===== src/rtl/rect128_key_sched_pkg.sv =====
// Shared constants, state type and helpers for the RECTANGLE-128 key schedule.
package rect128_key_sched_pkg;

   localparam int ROW_W      = 32;
   localparam int RK_W       = 64;
   localparam int KS_NROUNDS = 25;
   localparam logic [4:0] KS_RC_INIT = 5'h01;

   localparam logic [3:0] RECT_SBOX [16] = '{
      4'h6, 4'h5, 4'hC, 4'hA, 4'h1, 4'hE, 4'h7, 4'h9,
      4'hB, 4'h0, 4'h3, 4'hD, 4'h8, 4'hF, 4'h4, 4'h2
   };

   typedef enum logic [1:0] {
      IDLE = 2'd0,
      RUN  = 2'd1,
      DONE = 2'd2
   } ks_state_e;

   function automatic logic [ROW_W-1:0] rotl(input logic [ROW_W-1:0] x, input int n);
      return (x << n) | (x >> (ROW_W - n));
   endfunction

endpackage


===== src/rtl/rect128_key_sched_sbox4.sv =====
// Combinational 4-bit RECTANGLE S-box applied to one key-state column.
module rect_sbox4
   import rect128_key_sched_pkg::*;
(
   input  logic [3:0] x_i,
   output logic [3:0] y_o
);

   assign y_o = RECT_SBOX[x_i];

endmodule


===== src/rtl/rect128_key_sched.sv =====
// Sequential RECTANGLE-128 key schedule emitting K0..K[NROUNDS] over a valid/ready handshake.
// Define RECT_KS_LASTKEY_EN to add ov_last_key, the 128-bit state that produced the final key.
module rect128_key_sched
   import rect128_key_sched_pkg::*;
#(
   parameter int         NROUNDS = KS_NROUNDS,
   parameter logic [4:0] RC_INIT = KS_RC_INIT
) (
   input  logic              clk,
   input  logic              rst_n,
   input  logic              i_start,
   input  logic [ROW_W-1:0]  iv_key0,
   input  logic [ROW_W-1:0]  iv_key1,
   input  logic [ROW_W-1:0]  iv_key2,
   input  logic [ROW_W-1:0]  iv_key3,
   output logic              o_busy,
   output logic              o_rk_valid,
   input  logic              i_rk_ready,
   output logic [RK_W-1:0]   ov_rk,
   output logic [4:0]        ov_rk_idx,
   output logic              o_done
`ifdef RECT_KS_LASTKEY_EN
   ,
   output logic [4*ROW_W-1:0] ov_last_key
`endif
);

   localparam logic [4:0] LAST_IDX = 5'(NROUNDS);

   ks_state_e                state_q;
   logic [3:0][ROW_W-1:0]    rows_q;
   logic [3:0][ROW_W-1:0]    rows_d;
   logic [3:0][ROW_W-1:0]    sub_rows;
   logic [4:0]               rc_q;
   logic [4:0]               rc_d;
   logic [4:0]               idx_q;
   logic                     busy_q;
   logic                     valid_q;
   logic                     done_q;
   logic [7:0][3:0]          col_in;
   logic [7:0][3:0]          col_out;
`ifdef RECT_KS_LASTKEY_EN
   logic [4*ROW_W-1:0]       last_key_q;
`endif

   // Only the eight low columns pass through the S-box; bits 31:8 are untouched.
   for (genvar j = 0; j < 8; j++) begin : g_sbox
      assign col_in[j] = {rows_q[3][j], rows_q[2][j], rows_q[1][j], rows_q[0][j]};
      rect_sbox4 u_sbox (
         .x_i (col_in[j]),
         .y_o (col_out[j])
      );
   end

   always_comb begin
      // NOTE: sub_rows gets a full default before the per-bit overrides, so no latch is inferred.
      sub_rows = rows_q;
      for (int j = 0; j < 8; j++) begin
         for (int r = 0; r < 4; r++) begin
            sub_rows[r][j] = col_out[j][r];
         end
      end
      rows_d[0] = rotl(sub_rows[0], 8) ^ sub_rows[1];
      rows_d[1] = sub_rows[2];
      rows_d[2] = rotl(sub_rows[2], 16) ^ sub_rows[3];
      rows_d[3] = sub_rows[0];
      rows_d[0][4:0] = rows_d[0][4:0] ^ rc_q;
   end

   assign rc_d = {rc_q[3:0], rc_q[4] ^ rc_q[2]};

   always_ff @(posedge clk) begin
      // NOTE: non-blocking assignments so every register samples the pre-edge values.
      if (!rst_n) begin
         state_q    <= IDLE;
         rows_q     <= '0;
         rc_q       <= RC_INIT;
         idx_q      <= '0;
         busy_q     <= 1'b0;
         valid_q    <= 1'b0;
         done_q     <= 1'b0;
`ifdef RECT_KS_LASTKEY_EN
         last_key_q <= '0;
`endif
      end else begin
         done_q <= 1'b0;
         unique case (state_q)
            IDLE, DONE: begin
               if (i_start) begin
                  state_q    <= RUN;
                  rows_q     <= {iv_key3, iv_key2, iv_key1, iv_key0};
                  rc_q       <= RC_INIT;
                  idx_q      <= '0;
                  busy_q     <= 1'b1;
                  valid_q    <= 1'b1;
`ifdef RECT_KS_LASTKEY_EN
                  last_key_q <= '0;
`endif
               end
            end
            RUN: begin
               if (i_rk_ready) begin
                  if (idx_q == LAST_IDX) begin
                     state_q    <= DONE;
                     busy_q     <= 1'b0;
                     valid_q    <= 1'b0;
                     done_q     <= 1'b1;
`ifdef RECT_KS_LASTKEY_EN
                     last_key_q <= rows_q;
`endif
                  end else begin
                     rows_q <= rows_d;
                     rc_q   <= rc_d;
                     idx_q  <= idx_q + 5'd1;
                  end
               end
            end
            default: state_q <= IDLE;
         endcase
      end
   end

   assign o_busy     = busy_q;
   assign o_rk_valid = valid_q;
   assign o_done     = done_q;
   assign ov_rk_idx  = idx_q;
   assign ov_rk      = {rows_q[3][15:0], rows_q[2][15:0], rows_q[1][15:0], rows_q[0][15:0]};
`ifdef RECT_KS_LASTKEY_EN
   assign ov_last_key = last_key_q;
`endif

endmodule


===== config.mk =====
export PLATFORM = sky130hd
export DESIGN_NAME = rect128_key_sched
export DESIGN_NICKNAME = d
export VERILOG_FILES = /design/src/rtl/rect128_key_sched_pkg.sv /design/src/rtl/rect128_key_sched_sbox4.sv /design/src/rtl/rect128_key_sched.sv
export SDC_FILE = /design/constraint.sdc
export NUM_CORES = 1
export LEC_CHECK = 0
export CORE_UTILIZATION = 56
export CTS_BUF_LIST = sky130_fd_sc_hd__clkbuf_8
export CTS_CLUSTER_SIZE = 30
export DETAILED_ROUTE_END_ITERATION = 6
export PLACE_DENSITY = 0.93
export SLEW_MARGIN = 20
export SYNTH_ARGS = -nofsm -noshare
export SYNTH_HDL_FRONTEND = slang
export SYNTH_SLANG_ARGS = --single-unit

===== constraint.sdc =====
create_clock -name clk -period 4.3 [get_ports clk]
set_clock_uncertainty 0.1 [all_clocks]
set_input_delay 0.86 -clock clk [delete_from_list [all_inputs] [get_ports clk]]
set_output_delay 0.86 -clock clk [all_outputs]
set_load 0.005 [all_outputs]

== Word-level counts from Yosys, hierarchy flattened ==
Memory sizes are Yosys's and may differ from the RTL's.
Index checks and enable logic that the tools add are counted.
Storage, ports and cells
  flip-flop bits (word level): 142
  input bits: 132
  memories: 8
  logic and storage cells: 91
  output and inout port bits: 72
  ROM bits: 512
  latch bits: 0
  RAM bits: 0
Memories
  (name not given): words 16, bits a word 4, read ports 1, clocked after memory_dff 0, write ports 0, RTL line rect128_key_sched_sbox4.sv:9  | assign y_o = RECT_SBOX[x_i];
  (name not given): words 16, bits a word 4, read ports 1, clocked after memory_dff 0, write ports 0, RTL line rect128_key_sched_sbox4.sv:9
  (name not given): words 16, bits a word 4, read ports 1, clocked after memory_dff 0, write ports 0, RTL line rect128_key_sched_sbox4.sv:9
  (name not given): words 16, bits a word 4, read ports 1, clocked after memory_dff 0, write ports 0, RTL line rect128_key_sched_sbox4.sv:9
  (name not given): words 16, bits a word 4, read ports 1, clocked after memory_dff 0, write ports 0, RTL line rect128_key_sched_sbox4.sv:9
  (name not given): words 16, bits a word 4, read ports 1, clocked after memory_dff 0, write ports 0, RTL line rect128_key_sched_sbox4.sv:9
  +2 memories
Cells by class
  divide/modulo/power cells: 0
  bitwise gates (word level): 14
  multiplexer cells: 37
  add/sub/neg operators: 1
  $lt $le $gt $ge: 8
  multipliers: 0
  reduce and logical (&&, ||, !) cells: 7
  eq/ne operators: 7
  shift-type cells: 0
Operators by type and width (count)
  $mux W128: 3
  $pmux W128 S2: 1
  $mux W4: 16
  $xor A32 B32 Y32: 2
  $ge A5 B5 Y1 const B: 8
  $not A4 Y5: 8
  $or A32 B16 Y32: 1
  $or A32 B8 Y32: 1
  $mux W5: 6
  $pmux W5 S2: 2
  $ne A2 B2 Y1 const B: 4
  $reduce_and A4 Y1: 2
  $mux W2: 3
  $reduce_and A3 Y1: 2
  $add A5 B1 Y5 const B: 1
  $eq A5 B5 Y1 const B: 1
  $xor A5 B5 Y5: 1
  $mux W1: 4
  $pmux W2 S2: 1
  $eq A2 B1 Y1 const B: 1
  $eq A2 B2 Y1 const B: 1
  $logic_not A2 Y1: 1
  $pmux W1 S2: 1
  $reduce_bool A2 Y1: 1
  other kinds (2): 2

== Logic depth before layout (Yosys ltp) ==
  depth after elaboration: 10
  gate-level depth with buffers: 9
  gate-level depth less buffers: 7

== By module ==
Synthesis repeated with hierarchy kept, for this count alone.
Second synthesis, totals
  cells, all modules: 1102
  area, all modules: 9146.3 µm²
By module, submodules not included
  rect128_key_sched: area each 7657.3 µm², sequential area each 2842.7 µm², times used 1, cells each 916
  rect_sbox4 at g_sbox[0].u_sbox ...: area each 195.2 µm², sequential area each 0.0 µm², times used 6, cells each 24
  rect_sbox4 at g_sbox[6].u_sbox ...: area each 158.9 µm², sequential area each 0.0 µm², times used 2, cells each 21

== Worst setup path after synthesis ==
OpenSTA, ideal clock, no wires.
  kind: input port to flip-flop
  from: input port i_start
  to: register idx_q[2], in the netlist ov_rk_idx[2]
  required time: 4.086 ns
  slack: 2.235 ns
  cell stages on the path: 8
  setup time: 0.114 ns
  arrival: 1.850 ns
  path buffers: 3
  cell sequence: nor2b_1 > buf_2 > a31o_4 > buf_6 > buf_6 > nand2_1 > xor2_1 > nor2_1
On the way
  word-level cells in the longest chain between the ends: 2
RTL lines
  start, declared: RTL line rect128_key_sched.sv:11  | input logic i_start,
  $ne A2 B2 Y1 (no source line)
  $reduce_and A4 Y1 (no source line)
  end signal, assigned: RTL line rect128_key_sched.sv:114  | idx_q <= idx_q + 5'd1;
  end, declared: RTL line rect128_key_sched.sv:36  | logic [4:0] idx_q;
Every way passes these cells.
A chain may end at the register's enable or synchronous reset.

== Final worst setup path ==
  from: register rows_q, in the netlist ov_rk[33]
  to: output port ov_rk[33]
RTL lines
  start, declared: RTL line rect128_key_sched.sv:31  | logic [3:0][ROW_W-1:0] rows_q;
  start signal, assigned: RTL line rect128_key_sched.sv:91  | rows_q <= {iv_key3, iv_key2, iv_key1, iv_key0};
  start signal, assigned: RTL line rect128_key_sched.sv:112  | rows_q <= rows_d;
  end, declared: RTL line rect128_key_sched.sv:19  | output logic [RK_W-1:0] ov_rk,
No word-level cell between the ends.

==> results.sh <==
export IMPL_drv_cap=0
export IMPL_antenna_found_initial=0
export IMPL_yosys_top_cells_area="dfxtp_1, nand2_1, buf_4"
export IMPL_synthCells=1090
export IMPL_switching_share_pct=32.6
export IMPL_ys_ff_latch=142
export IMPL_worstPathArrival_ps=1620
export IMPL_viasPerCell=5.99
export IMPL_place_area_um2=10100
export IMPL_floorplan_die_area_um2=15900
export IMPL_yosys_warnings=0
export IMPL_cts_resized=0
export IMPL_relSlewSlack_pct=37.2
export IMPL_io_buffers=203
export IMPL_ys_flop_type="dfxtp_1"
export IMPL_rsz0062_at_grt="no"
export IMPL_outcome="complete, no violations"
export IMPL_tightest_slew_ps=941
export IMPL_clock_latency_ps=460
export IMPL_start_kind="flop"
export IMPL_grt_overflow_total=0
export IMPL_setup_violations=0
export IMPL_clk_pin_slew_ps=70
export IMPL_rows=45
export IMPL_ys_seq_area_share_pct=32.9
export IMPL_crit_fanout=10
export IMPL_p_seq_share_pct=44.0
export IMPL_first_pass_iters=6
export IMPL_drive_gt1_share_pct=4.67
export IMPL_wl_per_cell_um=18.3
export IMPL_grt_pass1_wl_mm=39.4
export IMPL_yosysMostFrequentCell="nand2_1"
export IMPL_worst_path_stages=1
export IMPL_syn2layout_area_growth_pct=21.2
export IMPL_p_switching_mw=1.21
export IMPL_finalInstanceArea_um2=10500
export IMPL_syn_area_per_cell_um2=7.92
export IMPL_crit_type="reg2out"
export IMPL_yosys_top_cells_count="nand2_1, dfxtp_1, nor2_1"
export IMPL_holdBufCountCts=0
export IMPL_cts_made_buffers=17
export IMPL_die_h_um=126
export IMPL_syn_nets=1260
export IMPL_critPathSlowestCell="clkdlybuf4s50_1"
export IMPL_p_clk_share_pct=27.5
export IMPL_nets=1335
export IMPL_cts_tree="done"
export IMPL_hold_viol=0
export IMPL_async_reset_ff_share_pct=0
export IMPL_path_cells="clkdlybuf4s50_1"
export IMPL_synth_top_cell_area_share_pct=32.9
export IMPL_start_util_pct=57.0
export IMPL_drv_slew=0
export IMPL_core_um2=15100
export IMPL_clock_sinks=142
export IMPL_cts_root_buf="clkbuf_8"
export IMPL_finalCritPeriodShare_pct=59.9
export IMPL_cts_max_path_buffers=2
export IMPL_vdd_drop_max_mv=0.191
export IMPL_multi_input_area_um2=4750
export IMPL_grt_start_max_net_pins=136
export IMPL_cp_top_family="buffers and inverters"
export IMPL_vias=8172
export IMPL_io_pins=204
export IMPL_synth_edff_count=0
export IMPL_combPwrFrac_pct=28.5
export IMPL_power_leakage_nw=3.92
export IMPL_hold_path_depth=2
export IMPL_ff_latch_area_um2=2840
export IMPL_cts_htree_levels=4
export IMPL_cp_required_ps=3340
export IMPL_grt_pass1_vias=7588
export IMPL_critPathBufInv=1
export IMPL_max_freq_mhz=388
export IMPL_grt_usage_pct=31.5
export IMPL_post_cts_setup_buffer_count=0
export IMPL_diodes=0
export IMPL_synth_cell_type_count=44
export IMPL_powerDensity_nw_per_um2=356
export IMPL_rr_worst_depth=5
export IMPL_die_w_um=126
export IMPL_period_minus_slack_ps=2580
export IMPL_internal_power_mw=2.51
export IMPL_fillers=1148
export IMPL_routed_wl_mm=25.0
export IMPL_ant_nets=0
export IMPL_synth_top_area_cell="dfxtp_1"
export IMPL_drt_first_iter_violations=772
export IMPL_syn_cell_area_um2=8630
export IMPL_cpPeakStageDelay_ps=620
export IMPL_drc_errors=0
export IMPL_dp_hpwl_mm=17.3
export IMPL_finalSetupTns_ps=0
export IMPL_worstSetupEndpointType="output port"
export IMPL_gp_congestion=0.861
export IMPL_hp_class="reg2reg"
## per-layer routing
| metal | global-route usage (%) | part of all wire (%) | vias to the layer above |
|---|---|---|---|
| met2 | 48.2 | 45 | 403 |
| met5 | 0 | 0 | - |
| met3 | 6.07 | 7.7 | 96 |
| met4 | 18.7 | 5.2 | 0 |
| met1 | 41.2 | 42 | 3851 |
| li1 | - | - | 3822 |
## power groups by stage
stage / registers [mW] / logic [mW] / clock network, mW
2_1_floorplan: 1.57 / 0.788 / 0
3_3_place_gp: 1.65 / 1.01 / 0
3_5_place_dp: 1.66 / 1.04 / 0
4_1_cts: 1.63 / 1.05 / 1.03
5_1_grt: 1.65 / 1.16 / 1.08
6_report: 1.64 / 1.06 / 1.02
## final cells by class
| cell class | count | area share [%] |
|---|---|---|
| multi-input combinational | 764 | 45.4 |
| tap | 188 | 2.25 |
| sequential | 142 | 27.2 |
| clock inverter | 9 | 0.658 |
| inverter | 27 | 0.969 |
| timing repair buffer | 213 | 20.7 |
| clock buffer | 22 | 2.89 |
## flip-flops by register name, summed over array words and instances, names as in the netlist
register	count
rc_q	5
rows_d	32
state_q	2
ov_rk	64
rows_q	32
o_rk_valid	1
o_done	1
ov_rk_idx	5
## path summary, 6_finish.rpt
check	slack, ps	endpoint	startpoint
setup / recovery	1720	ov_rk[33]	ov_rk[33]
hold / removal	380	state_q[1]	state_q[1]
setup reg to reg	1980	ov_rk[35]	state_q[0]
hold reg to reg	380	state_q[1]	state_q[1]
## cell usage in the layout, fill, tap and decap left out, types with 8 or more instances in the layout
cell and n:
o22ai_1 8, nand2_1 203, and2_1 9, o21ai_0 38, xnor2_1 57, nor2b_1 22, o211ai_1 52, nor3_1 10
xor2_1 25, dfxtp_1 142, mux2i_1 20, a311oi_1 47, clkbuf_8 22, clkdlybuf4s50_1 202, inv_1 29, ha_1 38
a21oi_1 75, nand3_1 20, nor2_1 79
## worst reg2reg max path: stages, from the launching register on
cell and delay (ps):
dfxtp_1 430, and2b_4 450, a31o_4 330, buf_4 410
o211ai_1 200, o32ai_1 310
## logic make-up (layout without fill, tap and decap cells)
group           count (synthesis)  count (layout)  synth area share (%)
mux                            21              21                  2.45
compound gates                260             260                  20.4
simple gates                  363             363                  18.0
fa+ha+maj                      38              38                  5.51
flops                         142             142                  32.9
xor+xnor                       82              82                  8.32
buf+inv                       184             271                  12.4
## per-stage QoR
step                      std cells  utilization, %  setup WS (ps)  power, mW  hold slack (ps)
after floorplan                1090               -           2240       2.36              340
after global placement         1333            66.5           1450       2.66              357
after detailed placement       1333            66.5           1370       2.70              370
after CTS                      1364            68.9           1720       3.71              383
after global routing           1365            69.1           1590       3.89              393
final                          1365            69.1           1720       3.72              381
Note: power is estimated with default switching activity, not from simulation.
